## config.mk

```make
export PLATFORM = sky130hd
export DESIGN_NAME = programcounter_stack_flat
export DESIGN_NICKNAME = d
export VERILOG_FILES = /design/src/rtl/programcounter_stack_if.sv /design/src/rtl/programcounter_stack.sv /design/src/flat_wrapper.sv
export SDC_FILE = /design/constraint.sdc
export NUM_CORES = 1
export LEC_CHECK = 0
export CAP_MARGIN = 5
export CORE_ASPECT_RATIO = 2
export CORE_MARGIN = 1
export CORE_UTILIZATION = 54
export CTS_CLUSTER_DIAMETER = 150
export DETAILED_ROUTE_END_ITERATION = 8
export GPL_ROUTABILITY_DRIVEN = 0
export PLACE_DENSITY = 0.79
export SYNTH_ARGS = -nofsm -noshare
export SYNTH_HDL_FRONTEND = slang
export SYNTH_SLANG_ARGS = --single-unit
```

## constraint.sdc

```tcl
create_clock -name clk -period 2.5 [get_ports clk]
set_input_delay 0.25 -clock clk [delete_from_list [all_inputs] [get_ports clk]]
set_output_delay 0.25 -clock clk [all_outputs]
set_load 0.01 [all_outputs]
```

## src/rtl/programcounter_stack_if.sv

```systemverilog
// programcounter_stack_if: decoder-to-PC command bus and PC/stack status returned to the sequencer.
interface programcounter_stack_if #(parameter int N = 8);
  logic         en;
  logic [N-1:0] addr;
  logic         JP;
  logic         JF;
  logic         Flag;
  logic         CALL;
  logic         RET;
  logic [N-1:0] PC;
  logic         stack_empty;
  logic         stack_full;
  logic         overflow;
  logic         underflow;
  modport master (output en, addr, JP, JF, Flag, CALL, RET,
                  input PC, stack_empty, stack_full, overflow, underflow);
  modport slave  (input en, addr, JP, JF, Flag, CALL, RET,
                  output PC, stack_empty, stack_full, overflow, underflow);
endinterface

```

## src/rtl/programcounter_stack.sv

```systemverilog
// programcounter_stack: PC with jump, conditional jump and call/return via a LIFO return stack.
// Define REL_JUMP_EN to make JP/JF targets PC-relative (addr as two's complement); CALL stays absolute.
module programcounter_stack #(
  parameter int N     = 8,
  parameter int DEPTH = 4
) (
  input logic clk,
  input logic rst,
  programcounter_stack_if.slave bus
);
  localparam int CW = $clog2(DEPTH + 1);
  localparam int AW = DEPTH > 1 ? $clog2(DEPTH) : 1;
  logic [N-1:0]  pc;
  logic [N-1:0]  stack [DEPTH];
  logic [CW-1:0] count;
  logic          ovf;
  logic          udf;
  logic [N-1:0]  inc;
  logic [N-1:0]  tgt;
  logic          empty;
  logic          full;
  logic [AW-1:0] push_idx;
  logic [AW-1:0] top_idx;
  logic          push;
  always_comb begin
    inc      = pc + 1'b1;
`ifdef REL_JUMP_EN
    tgt      = pc + bus.addr;
`else
    tgt      = bus.addr;
`endif
    empty    = count == '0;
    full     = count == CW'(DEPTH);
    push_idx = AW'(count);
    top_idx  = AW'(count - 1'b1);
    push     = bus.en && !bus.RET && bus.CALL && !full;
  end
  always_ff @(posedge clk) begin
    if (rst) begin
      pc    <= '0;
      count <= '0;
      ovf   <= 1'b0;
      udf   <= 1'b0;
    end else if (bus.en) begin
      if (bus.RET) begin
        pc    <= empty ? inc : stack[top_idx];
        count <= empty ? count : count - 1'b1;
        udf   <= udf | empty;
      end else if (bus.CALL) begin
        pc    <= bus.addr;
        count <= full ? count : count + 1'b1;
        ovf   <= ovf | full;
      end else begin
        pc    <= (bus.JP || (bus.JF && bus.Flag)) ? tgt : inc;
      end
    end
  end
  // Return-address RAM carries no reset; entries above count are don't-care.
  always_ff @(posedge clk) begin
    if (!rst && push) stack[push_idx] <= inc;
  end
  assign bus.PC          = pc;
  assign bus.stack_empty = empty;
  assign bus.stack_full  = full;
  assign bus.overflow    = ovf;
  assign bus.underflow   = udf;
endmodule
```

## src/flat_wrapper.sv

```systemverilog
// flat-port wrapper written by rule: the top's interface ports become plain ports
module programcounter_stack_flat 
#(
  parameter int N     = 8,
  parameter int DEPTH = 4
)
  (clk, rst, bus_en, bus_addr, bus_JP, bus_JF, bus_Flag, bus_CALL, bus_RET, bus_PC, bus_stack_empty, bus_stack_full, bus_overflow, bus_underflow);
  programcounter_stack_if #(.N(N)) bus_i ();
  input logic clk;
  input logic rst;
  input wire logic [$bits(bus_i.en)-1:0] bus_en;
  input wire logic [$bits(bus_i.addr)-1:0] bus_addr;
  input wire logic [$bits(bus_i.JP)-1:0] bus_JP;
  input wire logic [$bits(bus_i.JF)-1:0] bus_JF;
  input wire logic [$bits(bus_i.Flag)-1:0] bus_Flag;
  input wire logic [$bits(bus_i.CALL)-1:0] bus_CALL;
  input wire logic [$bits(bus_i.RET)-1:0] bus_RET;
  output wire logic [$bits(bus_i.PC)-1:0] bus_PC;
  output wire logic [$bits(bus_i.stack_empty)-1:0] bus_stack_empty;
  output wire logic [$bits(bus_i.stack_full)-1:0] bus_stack_full;
  output wire logic [$bits(bus_i.overflow)-1:0] bus_overflow;
  output wire logic [$bits(bus_i.underflow)-1:0] bus_underflow;
  assign bus_i.en = bus_en;
  assign bus_i.addr = bus_addr;
  assign bus_i.JP = bus_JP;
  assign bus_i.JF = bus_JF;
  assign bus_i.Flag = bus_Flag;
  assign bus_i.CALL = bus_CALL;
  assign bus_i.RET = bus_RET;
  assign bus_PC = bus_i.PC;
  assign bus_stack_empty = bus_i.stack_empty;
  assign bus_stack_full = bus_i.stack_full;
  assign bus_overflow = bus_i.overflow;
  assign bus_underflow = bus_i.underflow;
  programcounter_stack #(.N(N), .DEPTH(DEPTH)) u_core (.clk(clk), .rst(rst), .bus(bus_i));
endmodule
```

# Word level (Yosys, flattened, before mapping)
# Memories as Yosys holds them, arrays and structs flattened.
# Cells that the tools add are included.
[op_classes]
add_sub_neg = 3
eq_ne = 3
mux = 10
bitwise_logic = 3
n_reduce_logical = 14
[ops]
columns = ["operator", "count"]
rows = [
  ["$mux W8", 4],
  ["$mux W3", 4],
  ["$add A8 B1 Y8 const B", 1],
  ["$logic_and A1 B1 Y1", 5],
  ["$ne A2 B2 Y1 const B", 2],
  ["$reduce_and A4 Y1", 1],
  ["$add A3 B1 Y3 const B", 1],
  ["$eq A3 B3 Y1 const B", 1],
  ["$logic_not A1 Y1", 3],
  ["$logic_not A3 Y1", 1],
  ["$reduce_and A3 Y1", 1],
  ["$sub A3 B1 Y3 const B", 1],
  ["$mux W1", 2],
  ["$or A1 B1 Y1", 2],
  ["$reduce_and A2 Y1", 1],
  ["$reduce_bool A2 Y1", 1],
  ["$logic_or A1 B1 Y1", 1],
  ["$not A1 Y1", 1],
]
[word_totals]
regBits = 13
mem_bits_rw = 32
input_bits = 16
output_inout_bits = 12
memories = 1
[memory_table]
columns = ["name", "words", "word_bits", "read_ports", "rd_ports_with_merged_regs", "wr", "line", "text"]
rows = [
  ["u_core.stack", 4, 8, 1, 0, 1, "programcounter_stack.sv:14", "logic [N-1:0] stack [DEPTH];"],
]

# Depth between registers and ports, before layout
# Gate-level depths: netlist of the first run.
[depth]
depth_word = 7
mapped_depth = 8

# Worst setup path before layout of the first run
# No wires, ideal clock.
[synth_path]
kind = "register -> register"
start = "register u_core.count[0]"
end = "memory u_core.stack[0][0] (enable)"
setup_time_ns = 0.332
arrival_ns = 1.715
t_required_ns = 2.168
slack_ns = 0.453
path_stages_with_launch = 7
path_cell_list = "dfxtp_1 buf_2 inv_1 ha_1 and2_1 nor3_1 and2_1"
[synth_via]
elab_chain_cells = 6
[synth_rtl]
columns = ["item", "line", "text"]
rows = [
  ["from (decl)", "programcounter_stack.sv:15", "logic [CW-1:0] count;"],
  ["from (signal assigned)", "programcounter_stack.sv:47", "count <= empty ? count : count - 1'b1;"],
  ["from (signal assigned)", "programcounter_stack.sv:51", "count <= full ? count : count + 1'b1;"],
  ["$eq A3 B3 Y1", "programcounter_stack.sv:33", "full = count == CW'(DEPTH);"],
  ["via bus_stack_full", "flat_wrapper.sv:20", "output wire logic [$bits(bus_i.stack_full)-1:0] bus_stack_full;"],
  ["$logic_not A1 Y1", "programcounter_stack.sv:36", "push = bus.en && !bus.RET && bus.CALL && !full;"],
  ["$logic_and A1 B1 Y1", "programcounter_stack.sv:36", ""],
  ["$logic_and A1 B1 Y1", "programcounter_stack.sv:60", "if (!rst && push) stack[push_idx] <= inc;"],
  ["$mux W1", "programcounter_stack.sv:60", ""],
  ["$mux W1 (not written as such)", "programcounter_stack.sv:60", ""],
  ["to (decl)", "programcounter_stack.sv:14", ""],
]
# The timed path passes the listed nets, and every way through them passes these cells.

# Worst setup path in the final report of the first run
[layout_path]
start = "register u_core.count[1]"
end = "output port bus_stack_empty"
[layout_via]
elab_chain_cells = 1
[layout_rtl]
columns = ["item", "line", "text"]
rows = [
  ["$logic_not A3 Y1", "programcounter_stack.sv:32", "empty = count == '0;"],
  ["to (decl)", "flat_wrapper.sv:19", "output wire logic [$bits(bus_i.stack_empty)-1:0] bus_stack_empty;"],
]
# Every way passes these cells.

==> tab_implementation.tex, run 1 <==
\begin{tabular}{lr}
\hline
Metric & Value \\
\hline
\multicolumn{2}{l}{\textbf{Clock network}} \\
Number of instances resized during post-cts repair & 0 \\
Clock transition time at the flip-flop clock pins of the worst setup and hold paths & 0.09 ns \\
H-tree Lvls & 2 \\
Worst-skew pair later-pin latency & 0.30 ns \\
Number of CTS-inserted buffers & 5 \\
Hold Buf Count CTS & 0 \\
Sink count of the clock tree & 45 \\
Post-CTS setup repair buffer count & 0 \\
Number of buffers between clock root and the deepest sink & 2 \\
CTS tree & yes \\
Root Driver & sky130\_fd\_sc\_hd\_\_clkbuf\_8 \\
\multicolumn{2}{l}{\textbf{Logic synthesis}} \\
Flip-flop and latch count after synthesis & 45 \\
Synth Instances & 174 \\
Share of the synthesized area in the top cell type & 44.6\% \\
Area contributors post-synth & sky130\_fd\_sc\_hd\_\_edfxtp\_1 (45\%), sky130\_fd\_sc\_hd\_\_dfxtp\_1 (12\%), sky130\_fd\_sc\_hd\_\_mux4\_2 (5.2\%) \\
Top FF cell, synth & sky130\_fd\_sc\_hd\_\_edfxtp\_1 \\
Net count after synthesis & 196 \\
Yosys synthesis warning count & 0 \\
Post-synth cell types & 40 \\
Syn\_area\_per\_cell & 12.4 sq um \\
Async set or reset register ratio after synthesis & 0\% \\
Portion of the post-synthesis area used by sequential elements & 56.7\% \\
EDFF count, synth & 32 \\
Cell area after synthesis & 0.00215 sq mm \\
Cell taking the most area after synthesis & sky130\_fd\_sc\_hd\_\_edfxtp\_1 \\
\multicolumn{2}{l}{\textbf{Global routing}} \\
Number of antenna violations at the first check in global routing & 0 \\
Largest net degree at the start of global routing & 17 \\
Wire length of the first global-routing pass & 8.05 mm \\
Vias in the first global route & 1534 \\
Global-route total usage across every layer & 27.9\% \\
Sum of overflow across all layers after global routing & 0 \\
\multicolumn{2}{l}{\textbf{Setup path}} \\
Critical path arrival & 2.05 ns \\
Setup CP Type & flip-flop to output pin \\
Data required time of the worst path & 2.25 ns \\
Maximum fanout encountered on the critical timing path & 6 \\
Cell-by-cell listing of the critical path & inv\_1 -> ha\_1 -> nor2b\_1 -> clkdlybuf4s50\_1 \\
Kind of end point of the critical path & output pin \\
Largest stage delay on the critical path & 0.62 ns \\
Setup crit start kind & flip-flop \\
Cell with the largest stage delay on the worst path & sky130\_fd\_sc\_hd\_\_clkdlybuf4s50\_1 \\
\multicolumn{2}{l}{\textbf{STA}} \\
Max-slew violation total from the final report & 0 \\
Setup-failing EPs final & 0 \\
Final period utilization & 91.8\% \\
Post-route setup TNS & 0 ns \\
Achievable clock frequency & 0.436 GHz \\
Hold Vio Cnt, Final & 0 \\
Setup repair after global routing missed its margin & false \\
Slew of the pin with the lowest slew margin & 0.622 ns \\
Setup Skew & 0.00721 ns \\
Slew HR & 58.2\% \\
Tmin final & 2.30 ns \\
\multicolumn{2}{l}{\textbf{Route}} \\
Residual DRC & 0 \\
Number of vias in the routed layout & 1570 \\
Per-cell via count in the routed design & 6.09 \\
Number of DRC markers in iteration 0 & 73 \\
DRT antenna net count & 0 \\
DRT Pass-1 Iters & 4 \\
Post-Route WL & 5.23 mm \\
Routed length per instance & 20.3 um \\
\multicolumn{2}{l}{\textbf{Final layout}} \\
Area growth from synthesis to layout & 21.2\% \\
Area taken by flip-flops and latches & 0.00122 sq mm \\
Filler instances & 312 \\
Count of nets after finishing & 228 \\
Share of layout cells above drive strength 1 & 11.6\% \\
Total inserted antenna cells & 0 \\
Area of the multi-input gates & 876 sq um \\
Area of all placed cells without fillers & 0.00261 sq mm \\
\multicolumn{2}{l}{\textbf{Die}} \\
Die Footprint & 0.00426 sq mm \\
Horizontal die dimension & 46.7 um \\
Core region area & 0.00384 sq mm \\
Starting density of the core & 56.1\% \\
Num rows & 32 \\
Die H & 91.3 um \\
Top-Level Pins & 28 \\
\multicolumn{2}{l}{\textbf{Pwr}} \\
Peak supply drop & 0.998 mV \\
Power density cells & 698 mW/mm\^{}2 \\
Leak pwr & 0.000901 uW \\
\multicolumn{2}{l}{\textbf{Flow run}} \\
Max-cap violations & 0 \\
\multicolumn{2}{l}{\textbf{Place}} \\
Number of buffer cells added on primary ports & 27 \\
Dpl hpwl & 4.08 mm \\
Placed cell area & 0.00249 sq mm \\
\multicolumn{2}{l}{\textbf{Status}} \\
Status & complete, no violations \\
\multicolumn{2}{l}{\textbf{Hold path}} \\
Classification of the worst-slack hold path & flip-flop to flip-flop \\
\hline
\end{tabular}
## cells in the mapped netlist, types with 3 or more instances
master / count
sky130_fd_sc_hd__a211oi_1: 3
sky130_fd_sc_hd__a21oi_1: 3
sky130_fd_sc_hd__xnor2_1: 5
sky130_fd_sc_hd__and2_1: 5
sky130_fd_sc_hd__nand3_1: 9
sky130_fd_sc_hd__mux2i_1: 8
sky130_fd_sc_hd__clkbuf_1: 3
sky130_fd_sc_hd__dfxtp_1: 13
sky130_fd_sc_hd__ha_1: 6
sky130_fd_sc_hd__o21ai_0: 10
sky130_fd_sc_hd__buf_2: 4
sky130_fd_sc_hd__nand2_1: 12
sky130_fd_sc_hd__edfxtp_1: 32
sky130_fd_sc_hd__a221oi_1: 5
sky130_fd_sc_hd__a21o_1: 4
sky130_fd_sc_hd__inv_1: 6
sky130_fd_sc_hd__nor2b_1: 3
sky130_fd_sc_hd__mux4_2: 5
sky130_fd_sc_hd__nor2_1: 12
## cell families after synthesis
family | count (synthesis) | synth area share [%]
muxes | 14 | 9.47
AOI/OAI and AO/OA | 41 | 14.4
DFF | 45 | 56.7
adders and majority gates | 6 | 3.48
buffers and inverters | 14 | 2.67
and+or+nand+nor | 48 | 10.9
xor gates and xnor gates | 6 | 2.44
## area by class of cell
cell class              count  area share (%)
flip-flops and latches     45            46.8
multi-input cells         115            33.5
repair buffers             32            11.8
clock buffers               5            2.64
well taps                  51            2.44
clock inverters             3            1.82
inverters                   7            1.01
## registers in the layout (all words and copies together), names as in the netlist
name                  count
u_core.bus.underflow      1
u_core.bus.PC             8
u_core.stack             32
u_core.bus.overflow       1
u_core.count              3
## routing by layer
layer / wire length [um] / GRT usage (%) / up-vias
met4: 150 / 12.1 / 0
met3: 172 / 4.97 / 9
met5: 0 / 0 / -
met2: 3050 / 48.5 / 49
met1: 1860 / 31.0 / 788
li1: - / - / 724
## worst paths after layout
check	end	slack (ns)	depth (start not counted)	start
max reg2reg	u_core.stack[0][6]	0.37	5	u_core.count[1]
min	u_core.bus.underflow	0.48	2	u_core.bus.underflow
max	bus_stack_empty	0.20	4	u_core.count[1]
min reg2reg	u_core.bus.underflow	0.48	2	u_core.bus.underflow
## stage by stage
| stage | total power, uW | std cells | setup slack, ns | util (%) | hold WS (ns) |
|---|---|---|---|---|---|
| global route | 1890 | 258 | 0.0924 | 67.9 | 0.528 |
| CTS | 1830 | 258 | 0.208 | 67.9 | 0.489 |
| floorplan | 1110 | 174 | 0.453 | - | 0.328 |
| global placement | 1260 | 250 | 0.315 | 64.9 | 0.457 |
| detailed placement | 1270 | 250 | 0.195 | 64.9 | 0.468 |
| finish | 1820 | 258 | 0.204 | 67.9 | 0.481 |
## critical path: cells and delay by family (launching register included)
kind,cells,cell delay (ns)
buffers and inverters,2,0.73
and+or+nand+nor,1,0.41
adders and majority gates,1,0.25
DFF,1,0.35
## where the power goes
group          total, uW  switching (uW)  internal, uW
clock                572             267           305
sequential           862            26.9           835
combinational        389             210           179
## cells in the final DEF (no fill, tap or decap), drive strengths merged, types with 4 or more instances in the layout
| master | count |
|---|---|
| o21ai | 10 |
| mux4 | 5 |
| a21o | 4 |
| ha | 6 |
| mux2i | 8 |
| nand2 | 12 |
| a311oi | 4 |
| a221oi | 5 |
| edfxtp | 32 |
| and2 | 6 |
| clkbuf | 5 |
| a211oi | 4 |
| xnor2 | 5 |
| nor2 | 12 |
| nand3 | 9 |
| inv | 8 |
| clkdlybuf4s50 | 27 |
| buf | 5 |
| dfxtp | 13 |
No activity file was read; power rests on OpenSTA's default activity.
==> run 2: changes to the inputs <==
SETUP_SLACK_MARGIN = 0.15   (was default)
==> run 2 against run 1 <==
Clock power is essentially flat; fmax increased by 5.7%; critical path depth unchanged; power is essentially flat; core utilization up 0.065 points; register-to-register slack hardly changed; sequential power about the same.
==> tab_implementation.tex, run 2 (synthesized netlist as in run 1, its figures left out) <==
\begin{tabular}{lr}
\hline
Metric & Value \\
\hline
\multicolumn{2}{l}{\textbf{STA}} \\
Post-route setup TNS & 0 ns (unchanged) \\
Setup repair after global routing missed its margin & false \\
Slew of the pin with the lowest slew margin & 0.622 ns (unchanged) \\
Setup-failing EPs final & 0 (unchanged) \\
Max-slew violation total from the final report & 0 (unchanged) \\
Tmin final & 2.17 ns (-0.124 ns) \\
Final period utilization & 86.8\% (-5.0 points) \\
Setup Skew & 0.00723 ns (+0.0000278 ns) \\
Slew HR & 58.2\% (unchanged) \\
Hold Vio Cnt, Final & 0 (unchanged) \\
Achievable clock frequency & 0.461 GHz (+5.7\%) \\
\multicolumn{2}{l}{\textbf{Clock network}} \\
Number of buffers between clock root and the deepest sink & 2 (unchanged) \\
CTS tree & yes \\
H-tree Lvls & 2 (unchanged) \\
Post-CTS setup repair buffer count & 0 (unchanged) \\
Root Driver & sky130\_fd\_sc\_hd\_\_clkbuf\_8 \\
Worst-skew pair later-pin latency & 0.30 ns (about the same) \\
Sink count of the clock tree & 45 (unchanged) \\
Clock transition time at the flip-flop clock pins of the worst setup and hold paths & 0.09 ns (about the same) \\
Number of CTS-inserted buffers & 5 (unchanged) \\
\multicolumn{2}{l}{\textbf{Route}} \\
DRT antenna net count & 0 (unchanged) \\
Per-cell via count in the routed design & 6.08 (about the same) \\
Number of vias in the routed layout & 1569 (-0.064\%) \\
Residual DRC & 0 (unchanged) \\
Routed length per instance & 20.3 um (about the same) \\
Number of DRC markers in iteration 0 & 75 (+2.7\%) \\
DRT Pass-1 Iters & 4 (unchanged) \\
Post-Route WL & 5.23 mm (about the same) \\
\multicolumn{2}{l}{\textbf{Setup path}} \\
Largest stage delay on the critical path & 0.59 ns (-0.03 ns) \\
Kind of end point of the critical path & output pin \\
Maximum fanout encountered on the critical timing path & 6 (unchanged) \\
Cell with the largest stage delay on the worst path & sky130\_fd\_sc\_hd\_\_clkdlybuf4s50\_1 \\
Data required time of the worst path & 2.25 ns (about the same) \\
Critical path arrival & 1.92 ns (-0.13 ns) \\
Cell-by-cell listing of the critical path & inv\_1 -> ha\_1 -> nor2b\_2 -> clkdlybuf4s50\_1 \\
Setup crit start kind & flip-flop \\
Setup CP Type & flip-flop to output pin \\
\multicolumn{2}{l}{\textbf{Place}} \\
Placed cell area & 0.00249 sq mm (unchanged) \\
Count of placed standard cells including taps & 250 (unchanged) \\
Dpl hpwl & 4.08 mm (unchanged) \\
Number of buffer cells added on primary ports & 27 (unchanged) \\
\multicolumn{2}{l}{\textbf{Final layout}} \\
Total inserted antenna cells & 0 (unchanged) \\
Area of all placed cells without fillers & 0.00261 sq mm (about the same) \\
Filler instances & 311 (-0.32\%) \\
Flip-flop count of the largest register after layout & 32 (unchanged) \\
Most frequent standard cell in the layout excluding fill and tap cells & sky130\_fd\_sc\_hd\_\_edfxtp\_1 \\
Area growth from synthesis to layout & 21.3\% (about the same) \\
Leading cell types in the layout, fill and taps excluded & sky130\_fd\_sc\_hd\_\_edfxtp\_1 (32), sky130\_fd\_sc\_hd\_\_clkdlybuf4s50\_1 (27), sky130\_fd\_sc\_hd\_\_dfxtp\_1 (13), sky130\_fd\_sc\_hd\_\_nand2\_1 (12), sky130\_fd\_sc\_hd\_\_nor2\_1 (12) \\
Top register by number of flip-flops & u\_core.stack \\
Count of nets after finishing & 228 (unchanged) \\
Final Non-Filler Cells & 258 (unchanged) \\
Share of layout cells above drive strength 1 & 12.1\% (+0.48 points) \\
\multicolumn{2}{l}{\textbf{Die}} \\
Num rows & 32 (unchanged) \\
Horizontal die dimension & 46.7 um (unchanged) \\
Die H & 91.3 um (unchanged) \\
Top-Level Pins & 28 (unchanged) \\
Starting density of the core & 56.1\% (unchanged) \\
Die Footprint & 0.00426 sq mm (unchanged) \\
Core region area & 0.00384 sq mm (unchanged) \\
\multicolumn{2}{l}{\textbf{Status}} \\
Status & complete, no violations \\
\multicolumn{2}{l}{\textbf{Global routing}} \\
Largest net degree at the start of global routing & 17 (unchanged) \\
Number of antenna violations at the first check in global routing & 0 (unchanged) \\
Global-route total usage across every layer & 27.9\% (unchanged) \\
Wire length of the first global-routing pass & 8.05 mm (unchanged) \\
Sum of overflow across all layers after global routing & 0 (unchanged) \\
Vias in the first global route & 1534 (unchanged) \\
\multicolumn{2}{l}{\textbf{Pwr}} \\
Leak pwr & 0.000903 uW (+0.20\%) \\
Power density cells & 698 mW/mm\^{}2 (about the same) \\
Power Total & 1820 uW (about the same) \\
Peak supply drop & 0.998 mV (about the same) \\
\multicolumn{2}{l}{\textbf{Hold path}} \\
Classification of the worst-slack hold path & flip-flop to flip-flop \\
\multicolumn{2}{l}{\textbf{Flow run}} \\
Max-cap violations & 0 (unchanged) \\
\hline
\end{tabular}
## run 2: cell counts in the layout (fill, tap and decap cells not counted)
Identical to the previous run, type by type.
## run 2: power breakdown
| group | switching (uW) | internal, uW |
|---|---|---|
| sequential | 27.1 | 835 |
| combinational | 210 | 180 |
| clock | 267 | 305 |
## run 2: cell type report
class | count | area, sq um | share of cell area, %
clock buffers | 5 | 68.8 | 2.63
well taps | 51 | 63.8 | 2.44
inverters | 7 | 26.3 | 1.01
repair buffers | 32 | 308 | 11.8
multi-input cells | 115 | 878 | 33.6
clock inverters | 3 | 47.5 | 1.82
flip-flops and latches | 45 | 1220 | 46.7
## run 2: routing by layer
metal / track usage, % / vias to the layer above / wire, um
li1: - / 725 / -
met1: 31.0 / 786 / 1870
met2: 48.5 / 49 / 3040
met3: 4.97 / 9 / 172
met4: 12.1 / 0 / 150
met5: 0 / - / 0
## run 2: path summary, 6_finish.rpt
kind	slack [ns]	end	cells past startpoint	from
hold / removal	0.48	u_core.bus.underflow	2	u_core.bus.underflow
hold reg to reg	0.48	u_core.bus.underflow	2	u_core.bus.underflow
setup / recovery	0.33	bus_stack_empty	4	u_core.count[1]
setup reg to reg	0.37	u_core.stack[0][6]	5	u_core.count[1]
## run 2: repair_timing
action                     in CTS  in global routing
hold buffers                    0                  0
resized for setup               0                  1
setup endpoints to repair       0                  1
## run 2: critical path, delay by kind of cell, from the launching register on
family        cells  cell delay, ns
simple gates      1            0.31
flops             1            0.35
fa+ha+maj         1            0.25
buf+inv           2            0.70
## run 2: through the flow
stage          worst slack, ns  hold WS [ns]  util, %
2_1_floorplan            0.453         0.328        -
3_3_place_gp             0.315         0.457     64.9
3_5_place_dp             0.195         0.468     64.9
4_1_cts                  0.208         0.489     67.9
5_1_grt                  0.232         0.528     68.0
6_report                 0.329         0.481     68.0
==> run 3: changes to the inputs <==
ABC_CLOCK_PERIOD_IN_PS = 2500   (was default)
==> results of run 3 <==
No change in the layout: final DEF, timing and power equal those of run 2.
